File: src/rtl/fifo_pkg.sv
// Shared constants and helpers for RAM-backed FIFO controllers.
package fifo_pkg;

  localparam int unsigned OB_DEPTH   = 3;
  localparam int unsigned RAM_RD_LAT = 1;

  // Bits needed to hold any value in 0..max_val.
  function automatic int unsigned cnt_width(input int unsigned max_val);
    return (max_val < 2) ? 1 : $clog2(max_val + 1);
  endfunction

  localparam int unsigned OB_CNT_W = cnt_width(OB_DEPTH);

endpackage

File: src/rtl/fifo_out_buf.sv
// Small register FIFO with shift-down storage; entry 0 is always the head.
module fifo_out_buf
  import fifo_pkg::*;
#(
  parameter int unsigned DATA_WIDTH = 8,
  parameter int unsigned DEPTH      = OB_DEPTH,
  parameter int unsigned CNT_W      = cnt_width(DEPTH)
) (
  input  logic                  clk,
  input  logic                  rst_n,
  input  logic                  clr,
  input  logic                  push,
  input  logic [DATA_WIDTH-1:0] din,
  input  logic                  pop,
  output logic [DATA_WIDTH-1:0] head,
  output logic [CNT_W-1:0]      cnt
);

  logic [DATA_WIDTH-1:0] mem_q   [DEPTH];
  logic [DATA_WIDTH-1:0] mem_nxt [DEPTH];
  logic [CNT_W-1:0]      cnt_q;
  logic [CNT_W-1:0]      cnt_nxt;
  logic [CNT_W-1:0]      wpos;
  logic                  do_pop;
  logic                  do_push;

  // Storage update: shift on pop, then drop the new word behind the survivors.
  always_comb begin
    do_pop  = pop & (cnt_q != '0);
    do_push = push & ((cnt_q != CNT_W'(DEPTH)) | do_pop);
    wpos    = cnt_q - CNT_W'(do_pop);
    for (int i = 0; i < int'(DEPTH); i++) mem_nxt[i] = mem_q[i];
    if (do_pop) begin
      for (int i = 0; i < int'(DEPTH) - 1; i++) mem_nxt[i] = mem_q[i+1];
    end
    if (do_push) begin
      for (int i = 0; i < int'(DEPTH); i++) begin
        if (CNT_W'(i) == wpos) mem_nxt[i] = din;
      end
    end
    if (clr) cnt_nxt = '0;
    else     cnt_nxt = cnt_q + CNT_W'(do_push) - CNT_W'(do_pop);
  end

  always_ff @(posedge clk or negedge rst_n) begin
    if (!rst_n) begin
      cnt_q <= '0;
      for (int i = 0; i < int'(DEPTH); i++) mem_q[i] <= '0;
    end else begin
      cnt_q <= cnt_nxt;
      for (int i = 0; i < int'(DEPTH); i++) mem_q[i] <= mem_nxt[i];
    end
  end

  assign head = mem_q[0];
  assign cnt  = cnt_q;

  a_no_overflow: assert property (@(posedge clk) disable iff (!rst_n)
    !(push && !do_pop && cnt_q == CNT_W'(DEPTH)));

endmodule

File: src/rtl/fifo_ram_ctrl.sv
// FIFO controller over an external dual-port RAM with a first-word-fall-through
// read side fed by a small output buffer.
module fifo_ram_ctrl
  import fifo_pkg::*;
#(
  parameter int unsigned DATA_WIDTH = 8,
  parameter int unsigned ADDR_WIDTH = 8
) (
  input  logic                  clk,
  input  logic                  rst_n,
  input  logic                  clr,
  input  logic                  wr_valid,
  output logic                  wr_ready,
  input  logic [DATA_WIDTH-1:0] wr_data,
  output logic                  rd_valid,
  input  logic                  rd_ready,
  output logic [DATA_WIDTH-1:0] rd_data,
  output logic [ADDR_WIDTH+1:0] count,
  output logic                  full,
  output logic                  empty,
  output logic [ADDR_WIDTH-1:0] ram_addr_0,
  output logic                  ram_ce_0,
  output logic                  ram_we_0,
  output logic [DATA_WIDTH-1:0] ram_data_0,
  output logic [ADDR_WIDTH-1:0] ram_addr_1,
  output logic                  ram_ce_1,
  output logic                  ram_we_1,
  input  logic [DATA_WIDTH-1:0] ram_data_1
);

  localparam int unsigned RAM_DEPTH = 1 << ADDR_WIDTH;
  localparam int unsigned OCC_W     = ADDR_WIDTH + 1;
  localparam int unsigned CNT_W     = ADDR_WIDTH + 2;
  localparam int unsigned PEND_W    = OB_CNT_W + 1;

  logic                  ready_q;
  logic [ADDR_WIDTH-1:0] wr_ptr_q, wr_ptr_nxt;
  logic [ADDR_WIDTH-1:0] rd_ptr_q, rd_ptr_nxt;
  logic [OCC_W-1:0]      ram_occ_q, ram_occ_nxt;
  logic [RAM_RD_LAT-1:0] inflight_q, inflight_nxt;
  logic [CNT_W-1:0]      count_q, count_nxt;
  logic                  full_q, full_nxt;
  logic                  empty_q, empty_nxt;

  logic [OB_CNT_W-1:0]   ob_cnt;
  logic [DATA_WIDTH-1:0] ob_head;
  logic [PEND_W-1:0]     pend;
  logic                  push;
  logic                  pop;
  logic                  issue;
  logic                  capture;

  // Handshakes and RAM port drive; full is registered so no write pass-through.
  always_comb begin
    wr_ready = ready_q & ~full_q & ~clr;
    push     = wr_valid & wr_ready;
    rd_valid = (ob_cnt != '0);
    pop      = rd_valid & rd_ready;
    pend     = PEND_W'(ob_cnt) + PEND_W'($countones(inflight_q));
    issue    = (ram_occ_q != '0) & (pend < PEND_W'(OB_DEPTH)) & ~clr;
    capture  = inflight_q[RAM_RD_LAT-1];
  end

  assign ram_ce_0   = push;
  assign ram_we_0   = push;
  assign ram_addr_0 = wr_ptr_q;
  assign ram_data_0 = wr_data;
  assign ram_ce_1   = issue;
  assign ram_we_1   = 1'b0;
  assign ram_addr_1 = rd_ptr_q;

  // Next-state for pointers and occupancy bookkeeping.
  always_comb begin
    wr_ptr_nxt   = wr_ptr_q;
    rd_ptr_nxt   = rd_ptr_q;
    ram_occ_nxt  = ram_occ_q;
    inflight_nxt = inflight_q;
    count_nxt    = count_q;
    if (clr) begin
      wr_ptr_nxt   = '0;
      rd_ptr_nxt   = '0;
      ram_occ_nxt  = '0;
      inflight_nxt = '0;
      count_nxt    = '0;
    end else begin
      if (push)  wr_ptr_nxt = wr_ptr_q + ADDR_WIDTH'(1);
      if (issue) rd_ptr_nxt = rd_ptr_q + ADDR_WIDTH'(1);
      ram_occ_nxt  = ram_occ_q + OCC_W'(push) - OCC_W'(issue);
      inflight_nxt = RAM_RD_LAT'({inflight_q, issue});
      count_nxt    = count_q + CNT_W'(push) - CNT_W'(pop);
    end
    full_nxt  = (ram_occ_nxt == OCC_W'(RAM_DEPTH));
    empty_nxt = (count_nxt == '0);
  end

  always_ff @(posedge clk or negedge rst_n) begin
    if (!rst_n) begin
      ready_q    <= 1'b0;
      wr_ptr_q   <= '0;
      rd_ptr_q   <= '0;
      ram_occ_q  <= '0;
      inflight_q <= '0;
      count_q    <= '0;
      full_q     <= 1'b0;
      empty_q    <= 1'b1;
    end else begin
      ready_q    <= 1'b1;
      wr_ptr_q   <= wr_ptr_nxt;
      rd_ptr_q   <= rd_ptr_nxt;
      ram_occ_q  <= ram_occ_nxt;
      inflight_q <= inflight_nxt;
      count_q    <= count_nxt;
      full_q     <= full_nxt;
      empty_q    <= empty_nxt;
    end
  end

  fifo_out_buf #(
    .DATA_WIDTH (DATA_WIDTH),
    .DEPTH      (OB_DEPTH),
    .CNT_W      (OB_CNT_W)
  ) u_out_buf (
    .clk   (clk),
    .rst_n (rst_n),
    .clr   (clr),
    .push  (capture),
    .din   (ram_data_1),
    .pop   (pop),
    .head  (ob_head),
    .cnt   (ob_cnt)
  );

  assign rd_data = ob_head;
  assign count   = count_q;
  assign full    = full_q;
  assign empty   = empty_q;

  a_pend_bound: assert property (@(posedge clk) disable iff (!rst_n)
    pend <= PEND_W'(OB_DEPTH));

endmodule

File: config.mk
export PLATFORM = sky130hd
export DESIGN_NAME = fifo_ram_ctrl
export DESIGN_NICKNAME = d
export VERILOG_FILES = /design/src/rtl/fifo_pkg.sv /design/src/rtl/fifo_out_buf.sv /design/src/rtl/fifo_ram_ctrl.sv
export SDC_FILE = /design/constraint.sdc
export NUM_CORES = 1
export LEC_CHECK = 0
export ABC_CLOCK_PERIOD_IN_PS = 3850
export CORE_ASPECT_RATIO = 0.9
export CORE_MARGIN = 2
export CORE_UTILIZATION = 25
export DETAILED_ROUTE_END_ITERATION = 12
export PLACE_DENSITY_LB_ADDON = 0.2
export SETUP_SLACK_MARGIN = 0.5
export SYNTH_ARGS = -nofsm -noshare
export SYNTH_HDL_FRONTEND = slang
export SYNTH_HIERARCHICAL = 1
export SYNTH_SLANG_ARGS = --single-unit
File: constraint.sdc
create_clock -name clk -period 3.85 [get_ports clk]
set_input_delay 0.77 -clock clk [delete_from_list [all_inputs] [get_ports clk]]
set_output_delay 0.77 -clock clk [all_outputs]
set_load 0.02 [all_outputs]
==> results.tsv <==
stage	metric	value	unit
status	status	completed	
worst_setup_path	Crit path arrival time	2510	ps
synthesis	Syn Inst Count	358	
die	Core Area	15400	µm²
cts	worst-case clock buffer depth	2	
worst_setup_path	critical path endpoint category	output port	
synthesis	simple-gate portion of the synthesized area	12.5	%
drt	drt initial violations	105	
pwr	Power Internal	2.89	mW
sta	Tcrit/Tclk final	85.2	%
worst_setup_path	Crit Path Max Fanout	4	
sta	Max-Slew Margin vs Limit	60.3	%
synthesis	Area contributors post-synth	dfrtp_1, ha_1, mux2_2	
synthesis	multiplexer share of the synthesized area	12.8	%
synthesis	post-synth top area cell	dfrtp_1	
synthesis	Synth Register Bits	65	
global_route	Total GRT Usage	10.9	%
sta	clock skew	6.47	ps
sta	Final Hold Fails	0	
pwr	NetSw	1.80	mW
sta	worst slew pin tran	589	ps
cts	CTS clock-pin slew for the worst setup and hold paths	60	ps
die	initial cell density of the core	25.5	%
synthesis	Compound-Gate Fraction of Synth Area	8.39	%
worst_setup_path	CP required	3080	ps
drt	Top Layer Used	met4	
synthesis	Yosys Warn Count	6	
layout	diode count	0	
cts	worst-skew pair later-pin latency	340	ps
worst_setup_path	CP Launch Type	register	
sta	RSZ-0062 raised after global routing	true	
synthesis	Post-synth top cells	dfrtp_1, nor2_1, mux2_2, ha_1, inv_1	
pwr	Switching Fraction	38.4	%
drt	Met1 Routed Length	3.94	mm
synthesis	largest family of logic cells by synthesized area	multiplexers	
synthesis	post-synthesis sequential area ratio	41.5	%
worst_setup_path	Setup crit end	ram_ce_1	
cts	cts bufs inserted	9	
layout	layout cells sized above 1	25.9	%
cts	clk sink count	65	
pwr	clock power share	19.4	%
synthesis	area share of fa/ha/maj cells after synthesis	10.3	%
synthesis	Post-Syn Nets	410	
pwr	worst vdd ir	0.000285	V
sta	Slew Limit Fails	0	
sta	worst hold margin	404	ps
synthesis	Post-Synthesis Cell Area	3920	µm²
cts	H-tree levels	3	
drt	DRT antenna net count	0	
layout	Area growth, synth to finish	30.4	%
cts	cts hold-fix bufs	0	
pwr	PwrDens	916	nW/µm²
synthesis	most common cell in the netlist	dfrtp_1	
pwr	combinational power share	56.7	%
drt	drt total wl	8.58	mm
die	# rows	43	
worst_setup_path	worst r2r src	u_out_buf/cnt[0]	
job	max-cap violations	0	
layout	Final #Nets	464	
die	I/O pin cnt	71	
cts	CTS tree	done	
pwr	part of the power in registers	23.9	%
drt	Met3 Routed Length	446	µm
sta	Finish-stage setup viols	0	
placed_design	GPL Wtd Cong	0.842	
synthesis	Avg Cell Area, Syn	11.0	µm²
drt	WL/cell	13.9	µm
synthesis	Post-synth top flop	dfrtp_1	
worst_setup_path	Worst setup startpoint	u_out_buf/cnt[0]	
sta	fin crit period	3280	ps
synthesis	Post-Synth XOR/XNOR Area	6.89	%
die	full die area	16700	µm²
global_route	initial antenna violation count	0	
worst_setup_path	Crit Path Category	register to output port	
worst_setup_path	R2R setup slack	600	ps
die	Die Y	123	µm
drt	wire length on met2	4.06	mm
worst_setup_path	R2R cell count	15	
sta	Fin Setup TNS	0	ps
cts	CTS Root Cell	clkbuf_16	
placed_design	port bufs	53	
synthesis	Post-synth EDFFs	0	
drt	drt first pass iters	4	
global_route	GRT Residual Overflow	0	
placed_design	Detail Placement HPWL	5.96	mm
global_route	vias in the first global route	2707	
die	Die Wd	136	µm
worst_setup_path	reg2reg end	full	
synthesis	share of the synthesized area in the top cell type	40.8	%
drt	DRC viols	0	
sta	fmax	0.305	GHz
global_route	pin count of the biggest net entering global routing	33	
global_route	first-pass GRT wire length	14.0	mm
synthesis	Distinct cells, synth	59	
min_path	worst hold path type	input pin to async pin	
drt	DR vias	2663	
synthesis	Async S/R FF share, synth	100	%
drt	post-DR vias/cell	4.30	
pwr	Leak	2.25	nW
[state kept, by name, summed over array words and instances, names as in the netlist]
| name | flops |
|---|---|
| full | 1 |
| ram_occ_q | 9 |
| u_out_buf/cnt | 2 |
| capture | 1 |
| empty | 1 |
| ram_addr_0 | 8 |
| u_out_buf/mem_q | 16 |
| ready_q | 1 |
| ram_addr_1 | 8 |
| count | 10 |
| u_out_buf/head | 8 |
[worst max-delay path, cell delays in order, from the launching register on]
cell	delay [ps]
dfrtp_2	440
ha_4	180
ha_4	200
a21o_1	190
a31oi_4	140
nor2b_4	190
buf_4	120
buf_4	100
clkdlybuf4s50_1	610
[placed cells by master, fill, tap and decap left out, types with 2 or more instances in the layout]
cell type and count:
a211o_1 3, a21o_1 4, a21oi_1 6, a21oi_2 3, a31oi_4 2, and2_1 3, and3_1 3, and4_1 3
buf_4 17, bufinv_16 2, clkbuf_16 9, clkdlybuf4s50_1 51, clkinvlp_4 3, conb_1 2, dfrtp_1 62, dfrtp_2 2
fa_2 2, ha_1 22, ha_4 7, inv_1 22, inv_2 4, mux2_2 31, mux2_4 8, mux2i_1 2
nand2_1 5, nand2b_1 3, nand3_1 5, nand4_1 4, nor2_1 41, nor2b_1 6, nor3_1 4, o21a_1 2
o21ai_0 6, o21ai_1 2, o21bai_1 3, o22ai_1 2, or3_1 2, xnor2_1 12, xor2_1 17
[cells by family after synthesis]
family | after synthesis
simple gates | 92
flops | 65
buf+inv | 53
compound gates | 43
mux | 42
fa+ha+maj | 31
xor+xnor | 30
other cells | 2
[worst min-delay path by stage]
stage                  startpoint                  to  slack (ps)  cells past startpoint
2_1_floorplan  u_out_buf/mem_q[1]  u_out_buf/mem_q[1]         450                      1
3_3_place_gp   u_out_buf/mem_q[1]  u_out_buf/mem_q[1]         470                      1
3_5_place_dp   u_out_buf/mem_q[1]  u_out_buf/mem_q[1]         490                      1
4_1_cts                     rst_n   u_out_buf/head[0]         410                      1
5_1_grt                     rst_n   u_out_buf/head[0]         430                      1
6_report                    rst_n   u_out_buf/head[0]         400                      1
[metrics by stage]
step / cell area (µm²) / instances / setup slack, ps / power (mW) / util (%)
2_1_floorplan: 3960 / 358 / 480 / 3.01 / -
3_3_place_gp: 4610 / 595 / 126 / 3.55 / 29.9
3_5_place_dp: 4610 / 595 / 93.7 / 3.57 / 29.9
4_1_cts: 4950 / 611 / 473 / 4.53 / 32.2
5_1_grt: 5110 / 619 / 440 / 5.05 / 33.2
6_report: 5110 / 619 / 570 / 4.69 / 33.2
[power by group through the flow]
stage / clock network (mW) / logic [mW] / registers, mW
2_1_floorplan: 0 / 1.87 / 1.14
6_report: 0.910 / 2.66 / 1.12
4_1_cts: 0.943 / 2.46 / 1.12
3_3_place_gp: 0 / 2.43 / 1.12
3_5_place_dp: 0 / 2.45 / 1.13
5_1_grt: 0.975 / 2.92 / 1.16
[final cells by class]
class                   instances  area [µm²]
well taps                     202         253
inverters                      26        97.6
fillers                      1598       10300
clock buffers                  10         239
repair buffers                 70         656
clock inverters                 6        91.3
flip-flops and latches         65        1630
multi-input cells             240        2150
[what timing repair did]
action | in CTS | in global routing
resized for setup | 4 | 18
pin swaps | 1 | 18
buffers inserted | 0 | 8
setup endpoints to repair | 2 | 3
[per-layer routing]
metal / track usage (%) / up-vias
li1: - / 1318
met1: 14.1 / 1292
met2: 16.8 / 43
met3: 4.34 / 10
met4: 3.45 / 0
met5: 0 / -
No activity file was read; power rests on OpenSTA's default activity.
